$ cat src/rtl/rvm_seq_adder.sv
// Multi-cycle add/subtract/compare unit, CHUNK bits per clock, LSB first.
// Define RVM_SEQ_ADDER_CMP_EN to build GE/GEU/LT/LTU; otherwise those ops complete as undefined.
//
// state | meaning
// IDLE  | waiting for a request, req_ready high
// BUSY  | processing one chunk per cycle
// DONE  | response held on rsp_* until rsp_ready
module rvm_seq_adder #(
  parameter int WIDTH = 32,
  parameter int CHUNK = 8
) (
  input  logic             clk,
  input  logic             reset,
  input  logic             req_valid,
  output logic             req_ready,
  input  logic [2:0]       req_op,
  input  logic [WIDTH-1:0] req_lhs,
  input  logic [WIDTH-1:0] req_rhs,
  output logic             rsp_valid,
  input  logic             rsp_ready,
  output logic [WIDTH-1:0] rsp_result,
  output logic             rsp_carry,
  output logic             rsp_overflow
);

  localparam int N     = WIDTH / CHUNK;
  localparam int CNT_W = (N > 1) ? $clog2(N) : 1;
  localparam logic [CNT_W-1:0] LAST = CNT_W'(N - 1);

  localparam logic [2:0] OP_ADD = 3'b001;
  localparam logic [2:0] OP_SUB = 3'b010;
  localparam logic [2:0] OP_GE  = 3'b011;
  localparam logic [2:0] OP_GEU = 3'b100;
  localparam logic [2:0] OP_LT  = 3'b101;
  localparam logic [2:0] OP_LTU = 3'b110;

  typedef enum logic [1:0] {S_IDLE, S_BUSY, S_DONE} state_t;

  state_t            state_q, state_d;
  logic [2:0]        op_q;
  logic [WIDTH-1:0]  lhs_q, rhs_q, res_q;
  logic [CNT_W-1:0]  cnt_q;
  logic              chain_q;
  logic              carry_q, ovf_q;

  logic              accept;
  logic              inv;
  int                lo;
  logic [CHUNK-1:0]  a_chunk, b_chunk;
  logic [CHUNK:0]    sum_full;
  logic              chunk_ovf;
  logic              cmp_bit;

  // Ops that need the BUSY pass; everything else completes in one cycle with zero result.
  function automatic logic is_arith(input logic [2:0] op);
`ifdef RVM_SEQ_ADDER_CMP_EN
    return (op >= OP_ADD) && (op <= OP_LTU);
`else
    return (op == OP_ADD) || (op == OP_SUB);
`endif
  endfunction

  always_ff @(posedge clk) begin
    if (reset) state_q <= S_IDLE;
    else       state_q <= state_d;
  end

  always_comb begin
    state_d = state_q;
    case (state_q)
      S_IDLE: if (accept) state_d = is_arith(req_op) ? S_BUSY : S_DONE;
      S_BUSY: if (cnt_q == LAST) state_d = S_DONE;
      S_DONE: if (rsp_ready) state_d = S_IDLE;
      default: state_d = S_IDLE;
    endcase
  end

  always_comb begin
    req_ready = (state_q == S_IDLE) && !reset;
    rsp_valid = (state_q == S_DONE) && !reset;
  end

  assign accept       = req_valid && req_ready;
  assign rsp_result   = res_q;
  assign rsp_carry    = carry_q;
  assign rsp_overflow = ovf_q;

  always_comb begin
    inv       = (op_q != OP_ADD);
    lo        = int'(cnt_q) * CHUNK;
    a_chunk   = lhs_q[lo +: CHUNK];
    b_chunk   = rhs_q[lo +: CHUNK] ^ {CHUNK{inv}};
    sum_full  = {1'b0, a_chunk} + {1'b0, b_chunk} + {{CHUNK{1'b0}}, chain_q};
    chunk_ovf = (a_chunk[CHUNK-1] == b_chunk[CHUNK-1]) &&
                (sum_full[CHUNK-1] != a_chunk[CHUNK-1]);
    cmp_bit   = 1'b0;
`ifdef RVM_SEQ_ADDER_CMP_EN
    case (op_q)
      OP_GE:   cmp_bit = !(sum_full[CHUNK-1] ^ chunk_ovf);
      OP_GEU:  cmp_bit = sum_full[CHUNK];
      OP_LT:   cmp_bit = sum_full[CHUNK-1] ^ chunk_ovf;
      OP_LTU:  cmp_bit = !sum_full[CHUNK];
      default: cmp_bit = 1'b0;
    endcase
`endif
  end

  always_ff @(posedge clk) begin
    if (reset) begin
      op_q    <= '0;
      lhs_q   <= '0;
      rhs_q   <= '0;
      res_q   <= '0;
      cnt_q   <= '0;
      chain_q <= 1'b0;
      carry_q <= 1'b0;
      ovf_q   <= 1'b0;
    end else begin
      case (state_q)
        S_IDLE: begin
          if (accept) begin
            op_q    <= req_op;
            lhs_q   <= req_lhs;
            rhs_q   <= req_rhs;
            cnt_q   <= '0;
            chain_q <= (req_op != OP_ADD);
            res_q   <= '0;
            carry_q <= 1'b0;
            ovf_q   <= 1'b0;
          end
        end
        S_BUSY: begin
          res_q[lo +: CHUNK] <= sum_full[CHUNK-1:0];
          chain_q            <= sum_full[CHUNK];
          cnt_q              <= cnt_q + 1'b1;
          if (cnt_q == LAST) begin
            if ((op_q == OP_ADD) || (op_q == OP_SUB)) begin
              carry_q <= sum_full[CHUNK];
              ovf_q   <= chunk_ovf;
            end else begin
              // Compare ops replace the partial difference with the 1-bit verdict.
              res_q <= {{(WIDTH-1){1'b0}}, cmp_bit};
            end
          end
        end
        default: ;
      endcase
    end
  end

endmodule
$ cat config.mk
export PLATFORM = sky130hd
export DESIGN_NAME = rvm_seq_adder
export DESIGN_NICKNAME = d
export VERILOG_FILES = /design/src/rtl/rvm_seq_adder.sv
export SDC_FILE = /design/constraint.sdc
export NUM_CORES = 1
export LEC_CHECK = 0
export CAP_MARGIN = 20
export CELL_PAD_IN_SITES_DETAIL_PLACEMENT = 0
export CELL_PAD_IN_SITES_GLOBAL_PLACEMENT = 1
export CORE_MARGIN = 2
export CORE_UTILIZATION = 34
export CTS_CLUSTER_SIZE = 28
export DETAILED_ROUTE_END_ITERATION = 12
export PLACE_DENSITY_LB_ADDON = 0.05
export SLEW_MARGIN = 0
export SYNTH_ARGS = -nofsm -noshare
export SYNTH_HDL_FRONTEND = slang
export SYNTH_SLANG_ARGS = --single-unit
$ cat constraint.sdc
create_clock -name clk -period 3.1 [get_ports clk]
set_clock_uncertainty 0.05 [all_clocks]
set_input_delay 0.31 -clock clk [delete_from_list [all_inputs] [get_ports clk]]
set_output_delay 0.31 -clock clk [all_outputs]
set_load 0.1 [all_outputs]
# ---- Word level (Yosys, flattened, before mapping)
# Cells that the tools add are included.
dict set report word_totals {
  output_inout_bits 36
  wordCells 67
  ff_bits 106
}
dict set report op_classes {
  shift 4
  reduce_logical 13
  addsub 4
  bitwise_logic 1
  n_mux 21
  n_eq_ne 15
}
# operator count
set ops {}
lappend ops {{32-bit 2-to-1 mux} 3}
lappend ops {{32-bit one-hot mux with 2 select lines} 1}
lappend ops {{32-bit by 6-bit variable part select with 8-bit output} 2}
lappend ops {{5-bit negation with 33-bit output} 1}
lappend ops {{8-bit by 33-bit variable shift with 32-bit output (first input constant)} 1}
lappend ops {{8-bit by 33-bit variable part select with 32-bit output} 1}
lappend ops {{32-bit bitwise mux} 1}
lappend ops {{2-bit 2-to-1 mux} 5}
lappend ops {{8-bit by 8-bit adder with 9-bit output} 1}
lappend ops {{9-bit by 1-bit adder with 9-bit output} 1}
lappend ops {{2-bit != test (second input constant)} 4}
lappend ops {{8-bit XOR} 1}
lappend ops {{3-bit by 1-bit == test with 1-bit output (second input constant)} 2}
lappend ops {{3-bit by 2-bit == test with 1-bit output (second input constant)} 2}
lappend ops {{1-bit 2-to-1 mux} 6}
lappend ops {{3-bit by 1-bit != test with 1-bit output (second input constant)} 2}
lappend ops {{1-bit one-hot mux with 2 select lines} 3}
lappend ops {{2-bit one-hot mux with 3 select lines} 1}
lappend ops {{2-bit == test (second input constant)} 2}
lappend ops {{1-bit logical AND} 4}
lappend ops {{2-bit one-hot mux with 2 select lines} 1}
lappend ops {{2-bit AND reduction} 2}
lappend ops {{4-bit AND reduction} 1}
lappend ops {{3-bit AND reduction} 1}
lappend ops {{other kinds (8)} 9}

# ---- Longest topological paths before layout
dict set report logic_depth {
  ltp_word 9
  ltp_mapped 11
  mapped_depth_nobuf 9
}

# ---- Worst setup path before layout
# Ideal clock, no wire load.
dict set report synth_timing {
  kind {register to register}
  start {register cnt_q[0]}
  end {register res_q[14], in the netlist rsp_result[14]}
  path_stages_with_launch 12
  arrival_time_ns 3.051
  path_buffers 2
  slack_ns -0.063
  synth_period_minus_slack_ns 3.163
  setup_time_ns 0.062
  path_cell_list {dfxtp_1 -> buf_4 -> buf_2 -> mux4_2 -> xor2_1 -> fa_1 -> fa_1 -> nor2b_1 -> o2111ai_1 -> nand3b_1 -> xor2_1 -> a22o_1}
}
dict set report synth_between {
  elab_chain_len 9
}
# item line_no
set synth_lines {}
lappend synth_lines {{start: declaration} 42} ;# logic [CNT_W-1:0] cnt_q;
lappend synth_lines {{start signal: assignment} 135} ;# cnt_q <= cnt_q + 1'b1;
lappend synth_lines {{32-bit by 6-bit variable part select with 8-bit output} 92} ;# b_chunk = rhs_q[lo +: CHUNK] ^ {CHUNK{inv}};
lappend synth_lines {{8-bit XOR} 92}
lappend synth_lines {{8-bit by 8-bit adder with 9-bit output} 93} ;# sum_full = {1'b0, a_chunk} + {1'b0, b_chunk} + {{CHUNK{1'b0}}, chain_q};
lappend synth_lines {{9-bit by 1-bit adder with 9-bit output} 93}
lappend synth_lines {{8-bit by 33-bit variable part select with 32-bit output} 133} ;# res_q[lo +: CHUNK] <= sum_full[CHUNK-1:0];
lappend synth_lines {{32-bit bitwise mux} 133}
lappend synth_lines {{32-bit 2-to-1 mux} 137} ;# if ((op_q == OP_ADD) || (op_q == OP_SUB)) begin
lappend synth_lines {{32-bit 2-to-1 mux (*)} 136} ;# if (cnt_q == LAST) begin
lappend synth_lines {{32-bit one-hot mux with 2 select lines (*)} 119} ;# case (state_q)
lappend synth_lines {{end signal: indexed assignment} 133}
lappend synth_lines {{end signal: assignment} 142} ;# res_q <= {{(WIDTH-1){1'b0}}, cmp_bit};
lappend synth_lines {{end: declaration} 41} ;# logic [WIDTH-1:0] lhs_q, rhs_q, res_q;
# Every way passes the cells marked *; elsewhere a longest branch is shown, timed or not.
# A chain may end at the register's enable or synchronous reset.

# ---- Worst setup path in the final report
# Ends and elaborated chain as after synthesis.

==> results.json <==
{
  "status": "completed",
  "numCtsBuffers": 9,
  "async_reset_ff_frac": 0,
  "wl_um": 11900,
  "worstPathMaxFanout": 9,
  "drt_iter0_drc": 202,
  "finalHoldViolations": 0,
  "crit_cells": 10,
  "crit_type": "flip-flop to flip-flop",
  "port_buffers": 106,
  "ios": 107,
  "wire_per_inst_um": 14.7,
  "yosys.area.top_type": "dfxtp_1",
  "clk_pin_slew_worst_paths_ns": 0.07,
  "post-route-period-util": 0.929,
  "syn2layout_area_growth_pct": 32.9,
  "netlist_area_um2": 4700,
  "power.total_w": 0.00336,
  "ir_drop_v": 0.000234,
  "r2r_slack_ns": 0.22,
  "routabilityCongestion": 0.762,
  "finalHoldWorstSlack_ns": 0.404,
  "cp.required_ns": 3.35,
  "synth_ff_type": "dfxtp_1",
  "arrival_ns": 3.13,
  "cp-start-kind": "flip-flop",
  "firstDrtPassIters": 4,
  "cp_num_buf_inv": 2,
  "slowest_stage": "mux4_2",
  "cts_root_buffer": "clkbuf_16",
  "setup_violations": 0,
  "h-tree-depth": 3,
  "min_path_type": "flip-flop to flip-flop",
  "synth_top_area_share": 0.452,
  "synth.most_common_cell": "nand2_1",
  "dp_slack_ns": 0.101,
  "leakage_nw": 2.36,
  "drive_gt1_frac": 0.136,
  "period_minus_slack_ns": 2.88,
  "cts.path.max_buffers": 2,
  "clk_latency_ns": 0.35,
  "overflow": 0,
  "grt_pass1_wl_um": 19300,
  "timing.final.ws_setup_ns": 0.221,
  "max_stage_delay_ns": 0.55,
  "tightestPinTransition_ns": 0.978,
  "die_w_um": 122,
  "numClockSinks": 106,
  "viasPerCell": 4.92,
  "dpl.hpwl_um": 8940,
  "top_layer_used": "met4",
  "tritoncts": "done",
  "max_slew_margin": 0.346,
  "cp-end-kind": "flip-flop",
  "die-area_um2": 14800,
  "place_inst": 791,
  "avgSynthCellArea_um2": 8.88,
  "start_util": 0.352,
  "ys_seq_elements": 106,
  "postCtsSetupBuffers": 0,
  "nFillCells": 1309,
  "synth_warnings": 0,
  "postSynthCellCount": 529,
  "multi_input_area_um2": 2440,
  "synth_commonest_cells": "nand2_1, dfxtp_1, o21ai_0, nor2_1, clkbuf_1",
  "ant_nets": 0,
  "rsz0062_at_grt": "false",
  "min_path_cells": 2,
  "grt_usage": 0.168,
  "grt_max_degree": 89,
  "r2r_cells": 10,
  "regArea_um2": 2120,
  "die_h_um": 122,
  "fmax_mhz": 347,
  "grt_pass1_vias": 3847,
  "num_antenna_cells": 0,
  "core_um2": 13300,
  "critPathTopFamily": "multiplexers",
  "p_per_area_nw_per_um2": 538,
  "nets": 712,
  "synth_nets": 615,
  "wl_met1_um": 5450,
  "slew_violations": 0,
  "stdcell_count": 807,
  "dr_wl_met3_um": 575,
  "vias": 3970,
  "ys_types": 50,
  "num_rows": 42,
  "dr_wl_met2_um": 5620,
  "seq_area_frac_synth": 0.452,
  "ys_top_cells_by_area": "dfxtp_1, nand2_1, o21ai_0",
  "cp_cell_sequence": "buf_4, mux4_2, xnor2_1, inv_1, fa_1, nor2b_1, o2111ai_1, nand3b_1, xor2_2, a22o_1",
  "antenna_found_initial": 0,
  "drc": 0,
  "tns_ns": 0,
  "synth-edff-count": 0,
  "timing.max_cap.violations": 0
}
flip-flops by register name (all words and copies together), names as in the netlist:
register,flops
state_q,2
lhs_q,32
chain_q,1
rsp_carry,1
rsp_overflow,1
op_q,3
rhs_q,32
rsp_result,32
cnt_q,2
power breakdown:
| group | switching, W | internal, W |
|---|---|---|
| registers | 0.0000485 | 0.00145 |
| logic | 0.000429 | 0.000327 |
| clock network | 0.000499 | 0.000613 |
per-layer routing:
metal / vias up / track usage
li1: 2027 / -
met5: - / 0
met3: 16 / 0.0337
met1: 1825 / 0.220
met2: 102 / 0.269
met4: 0 / 0.0740
stage by stage:
stage	cell area, um^2	util
6_report	6250	0.468
5_1_grt	6250	0.468
4_1_cts	6230	0.466
3_5_place_dp	5930	0.445
3_3_place_gp	5930	0.445
2_1_floorplan	4710	-
kinds of logic after synthesis:
family / share of synthesized area
AOI/OAI and AO/OA: 0.173
xor gates and xnor gates: 0.0298
and+or+nand+nor: 0.185
muxes: 0.0809
buffers and inverters: 0.0367
DFF: 0.452
adders and majority gates: 0.0431
repair_timing:
item | CTS | global route
endpoints found under the setup margin | 0 | 10
gates resized for setup | 0 | 3
hold buffers | 0 | 0
worst reg2reg max path: cells and delay by family, from the launching register on:
family	cells	cell delay [ns]
fa+ha+maj	1	0.44
mux	1	0.55
xor+xnor	2	0.45
buf+inv	2	0.31
compound gates	2	0.31
simple gates	2	0.36
flops	1	0.35
cell usage in the layout, fill, tap and decap left out, types with 3 or more instances in the layout:
master / n
a21o_1: 4
a21oi_1: 6
a22o_1: 9
a22oi_1: 7
a2bb2oi_1: 4
a31oi_1: 3
a32o_1: 5
buf_12: 3
buf_4: 35
clkbuf_16: 9
clkbuf_8: 3
clkdlybuf4s50_1: 82
dfxtp_1: 105
ha_1: 13
inv_1: 7
mux4_2: 16
nand2_1: 144
nand2b_1: 4
nand3_1: 4
nor2_1: 25
nor3_1: 4
nor3b_1: 3
o21ai_0: 72
o2bb2ai_1: 4
o31ai_1: 3
or3_1: 3
xnor2_1: 11
xor2_1: 3
cell type report:
cell class | count | share of cell area
multi-input combinational | 381 | 0.390
tap | 176 | 0.0353
clock buffer | 13 | 0.0433
inverter | 8 | 0.00481
sequential | 106 | 0.340
clock inverter | 3 | 0.00361
timing repair buffer | 120 | 0.183
path summary, 6_finish.rpt:
kind / start / end
max reg2reg: cnt_q[0] / rsp_result[14]
max: cnt_q[0] / rsp_result[14]
min: rhs_q[30] / rhs_q[30]
min reg2reg: rhs_q[30] / rhs_q[30]
No activity file was read; power rests on OpenSTA's default activity.
